**src/rtl/instruction_fetch_sequencer_pkg.sv**
```systemverilog
// Shared constants for the address register file interface and the fetch sequencer.
package instruction_fetch_sequencer_pkg;

    localparam int unsigned ADDR_W   = 16;
    localparam int unsigned BYTE_W   = 8;
    localparam int unsigned IR_W     = 16;
    localparam int unsigned CNT_W    = 8;
    localparam int unsigned FUN_W    = 3;
    localparam int unsigned REGSEL_W = 3;
    localparam int unsigned OUTSEL_W = 2;

    localparam logic [FUN_W-1:0] FUN_DEC  = 3'b000;
    localparam logic [FUN_W-1:0] FUN_INC  = 3'b001;
    localparam logic [FUN_W-1:0] FUN_LOAD = 3'b010;
    localparam logic [FUN_W-1:0] FUN_CLR  = 3'b011;

    // Active-low enables ordered {PC, AR, SP}
    localparam logic [REGSEL_W-1:0] REGSEL_NONE = 3'b111;
    localparam logic [REGSEL_W-1:0] REGSEL_PC   = 3'b011;
    localparam logic [REGSEL_W-1:0] REGSEL_AR   = 3'b101;
    localparam logic [REGSEL_W-1:0] REGSEL_SP   = 3'b110;

    localparam logic [OUTSEL_W-1:0] OUTSEL_PC = 2'b00;

    typedef struct packed {
        logic [FUN_W-1:0]    fun_sel;
        logic [REGSEL_W-1:0] reg_sel;
    } arf_ctrl_t;

endpackage

```
**src/rtl/instruction_fetch_sequencer_timeout_counter.sv**
```systemverilog
// Per-request wait counter; flags the last permitted no-ack cycle so the FSM can abort.
module instruction_fetch_sequencer_timeout_counter
    import instruction_fetch_sequencer_pkg::*;
#(
    parameter int unsigned TIMEOUT = 255
) (
    input  logic clk,
    input  logic rst_n,
    input  logic clear,
    input  logic enable,
    output logic expired_c
);

    logic [CNT_W-1:0] count;

    always_ff @(posedge clk) begin
        if (!rst_n) begin
            count <= '0;
        end else if (clear) begin
            count <= '0;
        end else if (enable) begin
            count <= count + CNT_W'(1);
        end
    end

    // This no-ack cycle brings the count to TIMEOUT; an ack in the same cycle disables it
    assign expired_c = enable && (count == CNT_W'(TIMEOUT - 1));

endmodule

```
**src/rtl/instruction_fetch_sequencer.sv**
```systemverilog
// Two-byte instruction fetch from byte memory, stepping PC through the address register file.
module instruction_fetch_sequencer
    import instruction_fetch_sequencer_pkg::*;
#(
    parameter int unsigned TIMEOUT    = 255,
    parameter bit          AUTO_FETCH = 1'b0
) (
    input  logic                Clock,
    input  logic                Reset,
    input  logic                Start,
    input  logic [ADDR_W-1:0]   ArfOutD,
    output logic [OUTSEL_W-1:0] ArfOutDSel,
    output logic [FUN_W-1:0]    ArfFunSel,
    output logic [REGSEL_W-1:0] ArfRegSel,
    output logic                MemReq,
    output logic [ADDR_W-1:0]   MemAddr,
    input  logic                MemAck,
    input  logic [BYTE_W-1:0]   MemData,
    output logic [IR_W-1:0]     IR,
    output logic                IRValid,
    input  logic                IRConsume,
    output logic                Busy,
    output logic                Error
);

    typedef enum logic [2:0] {
        ST_IDLE,
        ST_REQ_LO,
        ST_INC_LO,
        ST_REQ_HI,
        ST_INC_HI,
        ST_VALID
    } fetch_state_t;

    fetch_state_t state;
    fetch_state_t state_next;
    arf_ctrl_t    ctrl_next;
    logic         in_req;
    logic         expired_c;
    logic         abort;

    assign in_req = (state == ST_REQ_LO) || (state == ST_REQ_HI);
    assign abort  = in_req && expired_c;

    instruction_fetch_sequencer_timeout_counter #(
        .TIMEOUT(TIMEOUT)
    ) u_timeout (
        .clk      (Clock),
        .rst_n    (Reset),
        .clear    (!in_req),
        .enable   (in_req && !MemAck),
        .expired_c(expired_c)
    );

    always_ff @(posedge Clock) begin
        if (!Reset) begin
            state <= ST_IDLE;
        end else begin
            state <= state_next;
        end
    end

    always_comb begin
        state_next        = state;
        ctrl_next.fun_sel = FUN_DEC;
        ctrl_next.reg_sel = REGSEL_NONE;
        unique case (state)
            ST_IDLE:   if (Start) state_next = ST_REQ_LO;
            ST_REQ_LO: begin
                if (MemAck)      state_next = ST_INC_LO;
                else if (abort)  state_next = ST_IDLE;
            end
            ST_INC_LO: state_next = ST_REQ_HI;
            ST_REQ_HI: begin
                if (MemAck)      state_next = ST_INC_HI;
                else if (abort)  state_next = ST_IDLE;
            end
            ST_INC_HI: state_next = ST_VALID;
            ST_VALID:  if (IRConsume) state_next = AUTO_FETCH ? ST_REQ_LO : ST_IDLE;
            default:   state_next = ST_IDLE;
        endcase
        if (state_next == ST_INC_LO || state_next == ST_INC_HI) begin
            ctrl_next.fun_sel = FUN_INC;
            ctrl_next.reg_sel = REGSEL_PC;
        end
    end

    // Outputs are registered from the next state so they track the state register exactly
    always_ff @(posedge Clock) begin
        if (!Reset) begin
            IR        <= '0;
            IRValid   <= 1'b0;
            MemReq    <= 1'b0;
            Busy      <= 1'b0;
            Error     <= 1'b0;
            ArfFunSel <= FUN_DEC;
            ArfRegSel <= REGSEL_NONE;
        end else begin
            MemReq    <= (state_next == ST_REQ_LO) || (state_next == ST_REQ_HI);
            Busy      <= (state_next != ST_IDLE);
            IRValid   <= (state_next == ST_VALID);
            ArfFunSel <= ctrl_next.fun_sel;
            ArfRegSel <= ctrl_next.reg_sel;
            if (state == ST_REQ_LO && MemAck) IR[7:0]  <= MemData;
            if (state == ST_REQ_HI && MemAck) IR[15:8] <= MemData;
            if (state == ST_IDLE && Start) begin
                Error <= 1'b0;
            end else if (abort) begin
                Error <= 1'b1;
            end
        end
    end

    assign ArfOutDSel = OUTSEL_PC;
    assign MemAddr    = MemReq ? ArfOutD : '0;

endmodule
```
**config.mk**
```make
export PLATFORM = sky130hd
export DESIGN_NAME = instruction_fetch_sequencer
export DESIGN_NICKNAME = d
export VERILOG_FILES = /design/src/rtl/instruction_fetch_sequencer_pkg.sv /design/src/rtl/instruction_fetch_sequencer_timeout_counter.sv /design/src/rtl/instruction_fetch_sequencer.sv
export SDC_FILE = /design/constraint.sdc
export NUM_CORES = 1
export LEC_CHECK = 0
export BUFFER_PORTS_ARGS = -buffer_cell sky130_fd_sc_hd__buf_4
export CORE_MARGIN = 1
export CORE_UTILIZATION = 45
export DETAILED_ROUTE_END_ITERATION = 8
export GPL_TIMING_DRIVEN = 0
export MAX_ROUTING_LAYER = met4
export PLACE_DENSITY = 0.83
export SLEW_MARGIN = 25
export SYNTH_ARGS = -nofsm -noshare
export SYNTH_HDL_FRONTEND = slang
export SYNTH_SLANG_ARGS = --single-unit
```
**constraint.sdc**
```tcl
create_clock -name Clock -period 2.1 [get_ports Clock]
set_clock_uncertainty 0.2 [all_clocks]
set_input_delay 0.105 -clock Clock [delete_from_list [all_inputs] [get_ports Clock]]
set_output_delay 0.105 -clock Clock [all_outputs]
set_load 0.01 [all_outputs]
```
==> key figures, run 1 <==
Outcome
  • Status: finished clean

Place
  • HPWL Detailed: about 2600 um
  • # port buffers: 66
  • Cell Area, Placed: 2070 um2
  • Final RePlAce weighted congestion: 0.813

Critical path
  • Setup CP Type: register to register
  • Crit Path Max Fanout: 7
  • Startpoint types: register
  • Setup crit end kind: register
  • Arrival time at the worst endpoint: approximately 1900 ps
  • Req. time, crit path: 2180 ps

STA
  • Final Max Slew Viols: 0
  • Period utilization: approximately nine tenths
  • Final min period: 1860 ps
  • Final Hold Fails: 0
  • Setup TNS: 0 ps
  • RSZ-0062 raised after global routing: false
  • Setup Viol. Count Final: 0
  • Peak Freq: 537 MHz

Die
  • Starting Density: 48.4%
  • Die height: around 60 um
  • Row cnt: 20
  • Die ar.: 3570 um2
  • Core ar.: just over 3000 um2
  • Die Wd: 59.8 um
  • I/O Pins: 73

Final layout
  • Fin area: about 2200 um2
  • Fin util: between 70% and 80%
  • Total Nets Final: 291
  • N_diodes: 0
  • Share of post-route cells with drive strength above 1: 32.2%
  • Area growth syn-to-layout: 48.4%

Clocking
  • CTS tree: built
  • Postcts setup bufs: 0
  • Clk slew on worst S/H paths: 100 ps
  • Clk_lat worst skew: between 300 and 400 ps
  • CTS Buf Count: 5
  • H-tree levels: 2
  • CTS Buffer Depth: 2
  • Root Buffer: clkbuf_4
  • Clock Sinks: 33

Yosys
  • Ys Warns: 0
  • Syn_area_per_cell: 8.73 um2
  • Synth cell types: 39
  • Synthesized cell area: between 1500 and 2000 um2
  • Gate Count Post-Synth: 172
  • Seq cells post-synth: 33
  • Sequential element share of the synthesized area: 44.0%

Job
  • MaxCap Viol Count: 0

Route
  • Wire per inst: 12.1 um
  • Avg Vias per Cell: 4.87
  • Drt first pass iters: 5
  • DRT iter0 DRCs: 42
  • Routed via count: 1,484
  • Post-route ant nets: 0
  • Detailed Route WL: 3710 um
  • DRC: 0

Global routing
  • First-pass GRT wire length: 5380 um
  • Initial antenna violation count: 0
  • Pin count of the biggest net entering global routing: 11
  • Vias in the first global route: between 1,000 and 1,500
  • M1 GR Usage: 22.9%
  • GRT met2 Usage: 35.4%
  • GRT overflow: 0
  • Grt met3 use: 8.44%
  • Busiest layer in global routing: met2
  • Gr usage total: 21.7%

Power and ir drop
  • Pleak: slightly below 1 nW
  • Pwr/cell area: around 580 nW/um2
  • Peak supply drop: 0.472 mV

Hold path
  • Class of the worst hold path: input port to register
-- sequential cells by signal, summed over array words and instances, names as in the netlist --
register,count
state,3
u_timeout.count,8
IR,16
Busy,1
Error,1
ArfRegSel,1
IRValid,1
MemReq,1
ArfFunSel,1
-- power by group --
group | switching, mW | leakage [nW] | internal [mW] | total [mW]
Combinational | 0.129 | 0.670 | 0.161 | 0.290
Clock | 0.217 | 0.0320 | 0.127 | 0.344
Sequential | 0.0169 | 0.268 | 0.650 | 0.667
Total | 0.363 | 0.970 | 0.938 | 1.30
-- synth_stat cells --
| master | n | area (um2) |
|---|---|---|
| o21ba_2 | 1 | 10.0 |
| nand2_1 | 19 | 71.3 |
| a21o_1 | 2 | 15.0 |
| buf_2 | 3 | 15.0 |
| nor3_1 | 1 | 5.00 |
| mux2_2 | 1 | 11.3 |
| a21boi_0 | 1 | 7.51 |
| nor2_1 | 13 | 48.8 |
| or3b_1 | 1 | 8.76 |
| and4b_1 | 1 | 10.0 |
| or3_1 | 4 | 25.0 |
| or4_1 | 3 | 22.5 |
| nand4b_1 | 1 | 8.76 |
| nand3_1 | 1 | 5.00 |
| nand4_1 | 2 | 12.5 |
| o31ai_1 | 2 | 15.0 |
| and2_1 | 16 | 100 |
| nor4b_1 | 1 | 8.76 |
| nor4_1 | 1 | 6.26 |
| mux2i_1 | 9 | 90.1 |
| clkbuf_1 | 7 | 26.3 |
| and4_1 | 1 | 8.76 |
| ha_1 | 2 | 25.0 |
| o211ai_1 | 2 | 15.0 |
| a21oi_1 | 19 | 95.1 |
| a31oi_1 | 2 | 12.5 |
| nand3b_1 | 1 | 7.51 |
| xor2_1 | 2 | 17.5 |
| buf_4 | 6 | 45.0 |
| nand4bb_1 | 2 | 22.5 |
| conb_1 | 2 | 7.51 |
| dfxtp_1 | 33 | 661 |
| inv_1 | 2 | 7.51 |
| nor3b_1 | 1 | 7.51 |
| nor4bb_1 | 1 | 10.0 |
| o21a_1 | 1 | 7.51 |
| o21ai_0 | 3 | 15.0 |
| and3_1 | 1 | 6.26 |
| a22oi_1 | 1 | 7.51 |
-- worst max-delay path, cell delays in order, from the launching register on --
cell	delay, ps
dfxtp_1	440
or3b_1	360
buf_2	160
or4_1	500
a21oi_1	150
-- layout by cell type, fill, tap and decap left out, types with 2 or more instances in the layout --
cell type and instances:
nand2_1 19, buf_2 3, conb_1 6, nor2_1 13, clkbuf_4 5, a31oi_1 2
a21oi_1 19, or4_1 3, and2_1 16, o211ai_1 2, dfxtp_1 33, clkbuf_1 8
clkinv_2 2, or3_1 4, ha_1 2, a21o_1 2, o21ai_0 3, xor2_1 2
buf_4 72, dlygate4sd3_1 11, nand4_1 2, nand4bb_1 2, mux2i_1 9, o31ai_1 2
inv_1 2
-- cell families (layout without fill, tap and decap cells) --
| family | Yosys count | after routing | synth area share [%] |
|---|---|---|---|
| AO/OA/AOI/OAI | 34 | 34 | 13.3 |
| XOR/XNOR | 2 | 2 | 1.17 |
| adder cells (fa/ha/maj) | 2 | 2 | 1.67 |
| buffers and inverters | 18 | 103 | 6.25 |
| flip-flops | 33 | 33 | 44.0 |
| multiplexers | 10 | 10 | 6.75 |
| other | 2 | 6 | 0.500 |
| AND/OR/NAND/NOR | 71 | 71 | 26.3 |
-- timing repair --
action / in CTS / in global routing
hold buffers: 11 / 0
resized for setup: 0 / 0
hold endpoints to repair: 24 / 0
-- per-stage QoR --
stage / cells / hold WS [ps] / power (mW) / setup slack (ps)
finish: 305 / 93.3 / 1.30 / 239
global route: 305 / 137 / 1.36 / 127
detailed placement: 286 / 165 / 0.954 / 266
floorplan: 176 / 41.0 / 0.822 / 376
CTS: 305 / 95.6 / 1.31 / 258
global placement: 286 / 153 / 0.950 / 296
-- final timing paths --
| kind | start | end | slack, ps | cells after the start |
|---|---|---|---|---|
| setup / recovery | state[0] | u_timeout.count[7] | 240 | 4 |
| hold / removal | MemAck | u_timeout.count[2] | 90 | 4 |
| setup reg to reg | state[0] | u_timeout.count[7] | 240 | 4 |
| hold reg to reg | IR[15] | IR[15] | 270 | 2 |
-- area by class of cell --
cell class | instances | area (um2)
Tap cell | 44 | 55.1
Fill cell | 270 | 875
Inverter | 2 | 7.51
Sequential cell | 33 | 661
Clock buffer | 6 | 41.3
Timing Repair Buffer | 77 | 606
Multi-Input combinational cell | 125 | 762
Buffer | 16 | 86.3
Clock inverter | 2 | 10.0
-- per-layer routing --
metal	wire length (um)	vias to the layer above
met4	81	0
met1	1450	644
li1	-	759
met2	1790	71
met3	374	10
met5	0	-
Power figures use the tool's default switching activity.
==> inputs of run 2 (changes only) <==
- GPL_TIMING_DRIVEN: 0 -> unset
==> run 2 against run 1 <==
Compared with the run above: critical path depth rose by 1; power barely moved; largest power group unchanged; final area fell by 2.4%; critical path type is now input port to register; worst hold slack got worse by 55 ps; non-clock buffer count fell by 13.
==> key figures, run 2 (synthesis results as in run 1) <==
Final layout
  • N_diodes: 0 (unchanged)
  • Area of the multi-input gates: 768 um2 (+0.82%)
  • Area growth syn-to-layout: 44.8%
  • Reg with most FFs: IR
  • Biggest regs: IR: 16 flops, u_timeout.count: 8 flops, state: 3 flops
  • Fillers: 261 (-3.3%)
  • Max FFs per register: 16 (unchanged)
  • Most common cell after layout, fill and taps aside: buf_4
  • Storage cell area: 661 um2 (unchanged)
  • Share of post-route cells with drive strength above 1: 32.3% (+0.074 points)
  • Total Nets Final: 278 (-4.5%)
  • Most frequent cells in the layout: buf_4, dfxtp_1, nand2_1, a21oi_1, and2_1

Global routing
  • Pin count of the biggest net entering global routing: 23 (+12)
  • Initial antenna violation count: 0 (unchanged)
  • Gr usage total: 21.3% (-0.38 points)
  • GRT overflow: 0 (unchanged)
  • Vias in the first global route: 1,303 (+5.3%)
  • First-pass GRT wire length: 5440 um (+1.3%)

STA
  • RSZ-0062 raised after global routing: false
  • Setup TNS: 0 ps (unchanged)
  • WHS: 38.3 ps (-55.0 ps)
  • Final min period: 1890 ps (+28.8 ps)
  • Final Max Slew Viols: 0 (unchanged)
  • Relative slew margins: 55.8%
  • Worst slew pin tran: about 660 ps
  • Setup Viol. Count Final: 0 (unchanged)
  • Final Hold Fails: 0 (unchanged)
  • Period utilization: 90.0% (+1.4 points)
  • Peak Freq: 529 MHz (-1.5%)

Route
  • Avg Vias per Cell: 5.02 (+3.3%)
  • Drt first pass iters: 4 (-1)
  • Routed via count: 1,467 (-1.1%)
  • Detailed Route WL: 3560 um (-3.9%)
  • DRT iter0 DRCs: 42 (unchanged)
  • Wire per inst: 12.2 um (+0.36%)
  • DRC: 0 (unchanged)
  • Post-route ant nets: 0 (unchanged)

Die
  • Die ar.: 3570 um2 (unchanged)
  • Die Wd: 59.8 um (unchanged)
  • I/O Pins: 73 (unchanged)
  • Row cnt: 20 (unchanged)
  • Starting Density: 48.4% (unchanged)
  • Die height: 59.8 um (unchanged)
  • Core ar.: 3100 um2 (unchanged)

Place
  • HPWL Detailed: 2430 um (-6.8%)
  • # port buffers: 66 (unchanged)
  • Final RePlAce weighted congestion: 0.764 (-6.0%)

Critical path
  • Setup crit end kind: register
  • Crit Path Max Fanout: 13 (+6)
  • Arrival time at the worst endpoint: 1970 ps (+30 ps)
  • FF-to-FF Start: state[0]
  • Setup CP Type: input port to register
  • CP Launch Point: MemAck
  • Startpoint types: input port
  • Req. time, crit path: 2180 ps (about the same)

Clocking
  • Clk_lat worst skew: 350 ps (about the same)
  • Cts-stage hold buffer count: 11 (unchanged)
  • Clock Sinks: 33 (unchanged)
  • PostCTS Resize Cnt: 0 (unchanged)
  • H-tree levels: 2 (unchanged)
  • Root Buffer: clkbuf_4
  • CTS Buf Count: 5 (unchanged)
  • CTS tree: built
  • Postcts setup bufs: 0 (unchanged)
  • CTS Buffer Depth: 2 (unchanged)
  • Clk slew on worst S/H paths: 100 ps (about the same)

Power and ir drop
  • Pleak: 0.934 nW (-3.6%)
  • Peak supply drop: 0.468 mV (-0.92%)
  • Pwr/cell area: 599 nW/um2 (+2.6%)

Hold path
  • Class of the worst hold path: input port to register
  • Hold_sp: IRConsume

Outcome
  • Status: finished clean

Job
  • MaxCap Viol Count: 0 (unchanged)
-- run 2: layer usage --
layer | GRT usage [%] | vias up | wire (um)
li1 | - | 735 | -
met4 | 7.97 | 0 | 60
met2 | 36.8 | 68 | 1740
met1 | 22.2 | 656 | 1410
met3 | 7.58 | 8 | 341
met5 | - | - | 0
-- run 2: final timing paths --
kind,endpoint,slack [ps],depth (start not counted)
max,u_timeout.count[5],210,5
min,state[0],40,4
max reg2reg,u_timeout.count[5],350,3
min reg2reg,IR[12],260,2
-- run 2: critical path, stage by stage --
cell and delay, ps:
dlygate4sd3_1 540, buf_4 180, or3b_1 460, or4_1 540, a21oi_1 140
-- run 2: layout make-up --
cell class / instances / share of cell area (%)
multi-input combinational: 125 / 35.3
inverter: 2 / 0.345
tap: 44 / 2.53
clock inverter: 3 / 0.806
sequential: 33 / 30.4
clock buffer: 5 / 1.73
timing repair buffer: 80 / 28.9
-- run 2: per-stage QoR --
| stage | util, % | setup slack [ps] | instance area [um2] | power (mW) | cells |
|---|---|---|---|---|---|
| 4_1_cts | 70.1 | 217 | 2170 | 1.31 | 292 |
| 6_report | 70.1 | 210 | 2170 | 1.30 | 292 |
| 5_1_grt | 70.1 | 141 | 2170 | 1.37 | 292 |
| 3_5_place_dp | 64.8 | 396 | 2010 | 0.942 | 273 |
| 2_1_floorplan | - | 376 | 1520 | 0.822 | 176 |
| 3_3_place_gp | 64.8 | 425 | 2010 | 0.939 | 273 |
-- run 2: power by group --
part / leakage [nW] / switching [mW] / internal (mW)
sequential: 0.268 / 0.0213 / 0.650
combinational: 0.636 / 0.120 / 0.154
clock: 0.0310 / 0.231 / 0.126
==> inputs of run 3 (changes only) <==
- ABC_AREA: unset -> 1
- PLACE_DENSITY: 0.83 -> 0.84
==> run 3 against run 2 <==
Compared with the run above: final area is 3.7% higher; power is 13% higher; combinational power hardly changed; sequential power is 2% higher; via count is 7.4% higher; sequential share of layout area is 1.1 points lower; global-route usage is 1.6 points higher; register-to-register slack worse by 190 ps; final cell count is 20% higher; clock power is 42% higher; routed wire length is 5.4% higher; critical path type is now register to register.
==> key figures, run 3 <==
Final layout
  • Share of post-route cells with drive strength above 1: 28.1% (-4.2 points)
  • Most common cell after layout, fill and taps aside: buf_4
  • Most frequent cells in the layout: buf_4, nand2_1, nor2_1, dfxtp_1, inv_1
  • Max FFs per register: 16 (unchanged)
  • Reg with most FFs: IR
  • Total Nets Final: 336 (+21%)
  • N_diodes: 0 (unchanged)
  • Biggest regs: IR: 16 flops, u_timeout.count: 8 flops, state: 3 flops
  • Area growth syn-to-layout: 51.9%

STA
  • Setup Viol. Count Final: 0 (unchanged)
  • WHS: 268 ps (+230 ps)
  • Worst setup slack after layout: 165 ps (-45.2 ps)
  • Final Hold Fails: 0 (unchanged)
  • Final Max Slew Viols: 0 (unchanged)
  • Peak Freq: 517 MHz (-2.3%)
  • RSZ-0062 raised after global routing: false
  • Period utilization: 92.1% (+2.2 points)
  • Setup TNS: 0 ps (unchanged)
  • Final min period: 1940 ps (+45.2 ps)

Route
  • DRC: 0 (unchanged)
  • Routed via count: 1,576 (+7.4%)
  • Avg Vias per Cell: 4.50 (-10%)
  • Wire per inst: 10.7 um (-12%)
  • Post-route ant nets: 0 (unchanged)
  • Drt first pass iters: 4 (unchanged)
  • Detailed Route WL: 3750 um (+5.4%)
  • DRT iter0 DRCs: 75 (+79%)

Critical path
  • Setup crit end kind: register
  • Setup CP Type: register to register
  • Crit Path Max Fanout: 10 (-3)
  • Arrival time at the worst endpoint: 1970 ps (about the same)
  • R2R setup slack: 160 ps (-190 ps)
  • Startpoint types: register
  • Req. time, crit path: 2130 ps (-50 ps)

Clocking
  • CTS Buf Count: 5 (unchanged)
  • CTS tree: built
  • Clk slew on worst S/H paths: 100 ps (about the same)
  • H-tree levels: 2 (unchanged)
  • Root Buffer: clkbuf_4
  • CTS Buffer Depth: 2 (unchanged)
  • Clk_lat worst skew: 350 ps (about the same)
  • Clock Sinks: 33 (unchanged)

Yosys
  • Share of the synthesized area in the top cell type: 44.5% (+0.52 points)
  • EDFF count, synth: 0 (unchanged)
  • Sequential element share of the synthesized area: 44.5% (+0.52 points)
  • Top post-synthesis cells by area: dfxtp_1, nand2_1, nor2_1
  • Gate Count Post-Synth: 220 (+28%)
  • Seq cells post-synth: 33 (unchanged)
  • Commonest cells post-synth: nand2_1, nor2_1, dfxtp_1
  • Synth cell types: 22 (-44%)
  • Ys Warns: 0 (unchanged)
  • Yosys top cell by area: dfxtp_1
  • Post-synth ARST share: 0% (unchanged)
  • Synthesized cell area: 1480 um2 (-1.2%)
  • Count leader, synth: nand2_1
  • Syn_area_per_cell: 6.75 um2 (-23%)
  • Synth Flop Type: dfxtp_1

Die
  • Starting Density: 47.8% (-0.56 points)
  • Core ar.: 3100 um2 (unchanged)
  • Die Wd: 59.4 um (-0.56%)
  • Row cnt: 20 (unchanged)
  • Die ar.: 3530 um2 (-1.1%)
  • I/O Pins: 73 (unchanged)
  • Die height: 59.4 um (-0.56%)

Place
  • # port buffers: 66 (unchanged)
  • Final RePlAce weighted congestion: 0.797 (+4.3%)
  • Dpl ws: 574 ps (+178 ps)
  • HPWL Detailed: 2630 um (+8.0%)

Outcome
  • Status: finished clean

Global routing
  • Initial antenna violation count: 0 (unchanged)
  • Pin count of the biggest net entering global routing: 23 (unchanged)
  • Vias in the first global route: 1,350 (+3.6%)
  • First-pass GRT wire length: 5710 um (+4.9%)
  • GRT overflow: 0 (unchanged)
  • Gr usage total: 22.9% (+1.6 points)

Power and ir drop
  • Pleak: 1.25 nW (+34%)
  • Peak supply drop: 0.459 mV (-2.0%)
  • Pwr/cell area: 650 nW/um2 (+8.5%)

Job
  • MaxCap Viol Count: 0 (unchanged)

Hold path
  • Class of the worst hold path: input port to output pin
==> run 3: cell count changes in the layout (fill, tap and decap cells not counted), moves of 13 or more <==
cell,before,now
nor2_1,13,47
and2_1,16,0
o21ai_0,3,20
inv_1,2,31
nand2_1,19,48
a21oi_1,19,6
==> run 3: cell families after synthesis <==
group | count (synthesis) | synth area share (%)
AOI/OAI and AO/OA | 28 | 9.87
adders and majority gates | 2 | 1.69
buffers and inverters | 46 | 13.2
DFF | 33 | 44.5
other | 2 | 0.506
and+or+nand+nor | 109 | 30.3
==> run 3: timing repair <==
action                                 CTS  global route
endpoints found under the hold margin   31             0
setup buffers                            0             3
hold buffers                            15             0
setup endpoints to repair                0             3
gates resized for setup                  0             3
==> run 3: where the power goes <==
group,leakage [nW],switching (mW),internal (mW)
clock,0.0455,0.222,0.284
sequential,0.268,0.0275,0.657
combinational,0.935,0.135,0.141
total,1.25,0.384,1.08
==> run 3: layout make-up <==
class / instances / area, um2
fill: 250 / 848
clock inverter: 1 / 30.0
sequential: 33 / 661
timing repair buffer: 84 / 668
clock buffer: 7 / 55.1
tap: 44 / 55.1
multi-input combinational: 145 / 648
inverter: 36 / 138
==> run 3: worst max-delay path, cell delays in order (launching register included) <==
cell	delay, ps
dfxtp_1	340
inv_2	90
nand2_4	80
nor3_4	280
inv_4	110
nor2_1	120
nor2_1	60
dlygate4sd3_1	550
==> run 3: worst paths after layout <==
| kind | from | to | depth (start not counted) |
|---|---|---|---|
| setup / recovery | state[2] | IR[13] | 7 |
| hold / removal | ArfOutD[9] | MemAddr[9] | 4 |
| hold reg to reg | u_timeout.count[6] | u_timeout.count[6] | 2 |
| setup reg to reg | state[2] | IR[13] | 7 |
==> run 3: metrics by stage <==
| stage | total power [mW] | std cells | utilization, % | cell area [um2] |
|---|---|---|---|---|
| after floorplan | 0.823 | 224 | - | 1500 |
| after global routing | 1.53 | 350 | 72.7 | 2250 |
| after detailed placement | 0.949 | 324 | 64.1 | 1990 |
| after global placement | 0.944 | 324 | 64.1 | 1990 |
| final | 1.47 | 350 | 72.7 | 2250 |
| after CTS | 1.47 | 347 | 71.7 | 2220 |
==> run 3: routing by layer <==
layer / GRT usage [%] / up-vias / wire, um
met5: - / - / 0
met1: 24.7 / 693 / 1650
met3: 7.21 / 7 / 221
li1: - / 824 / -
met2: 39.0 / 52 / 1810
met4: 8.84 / 0 / 64
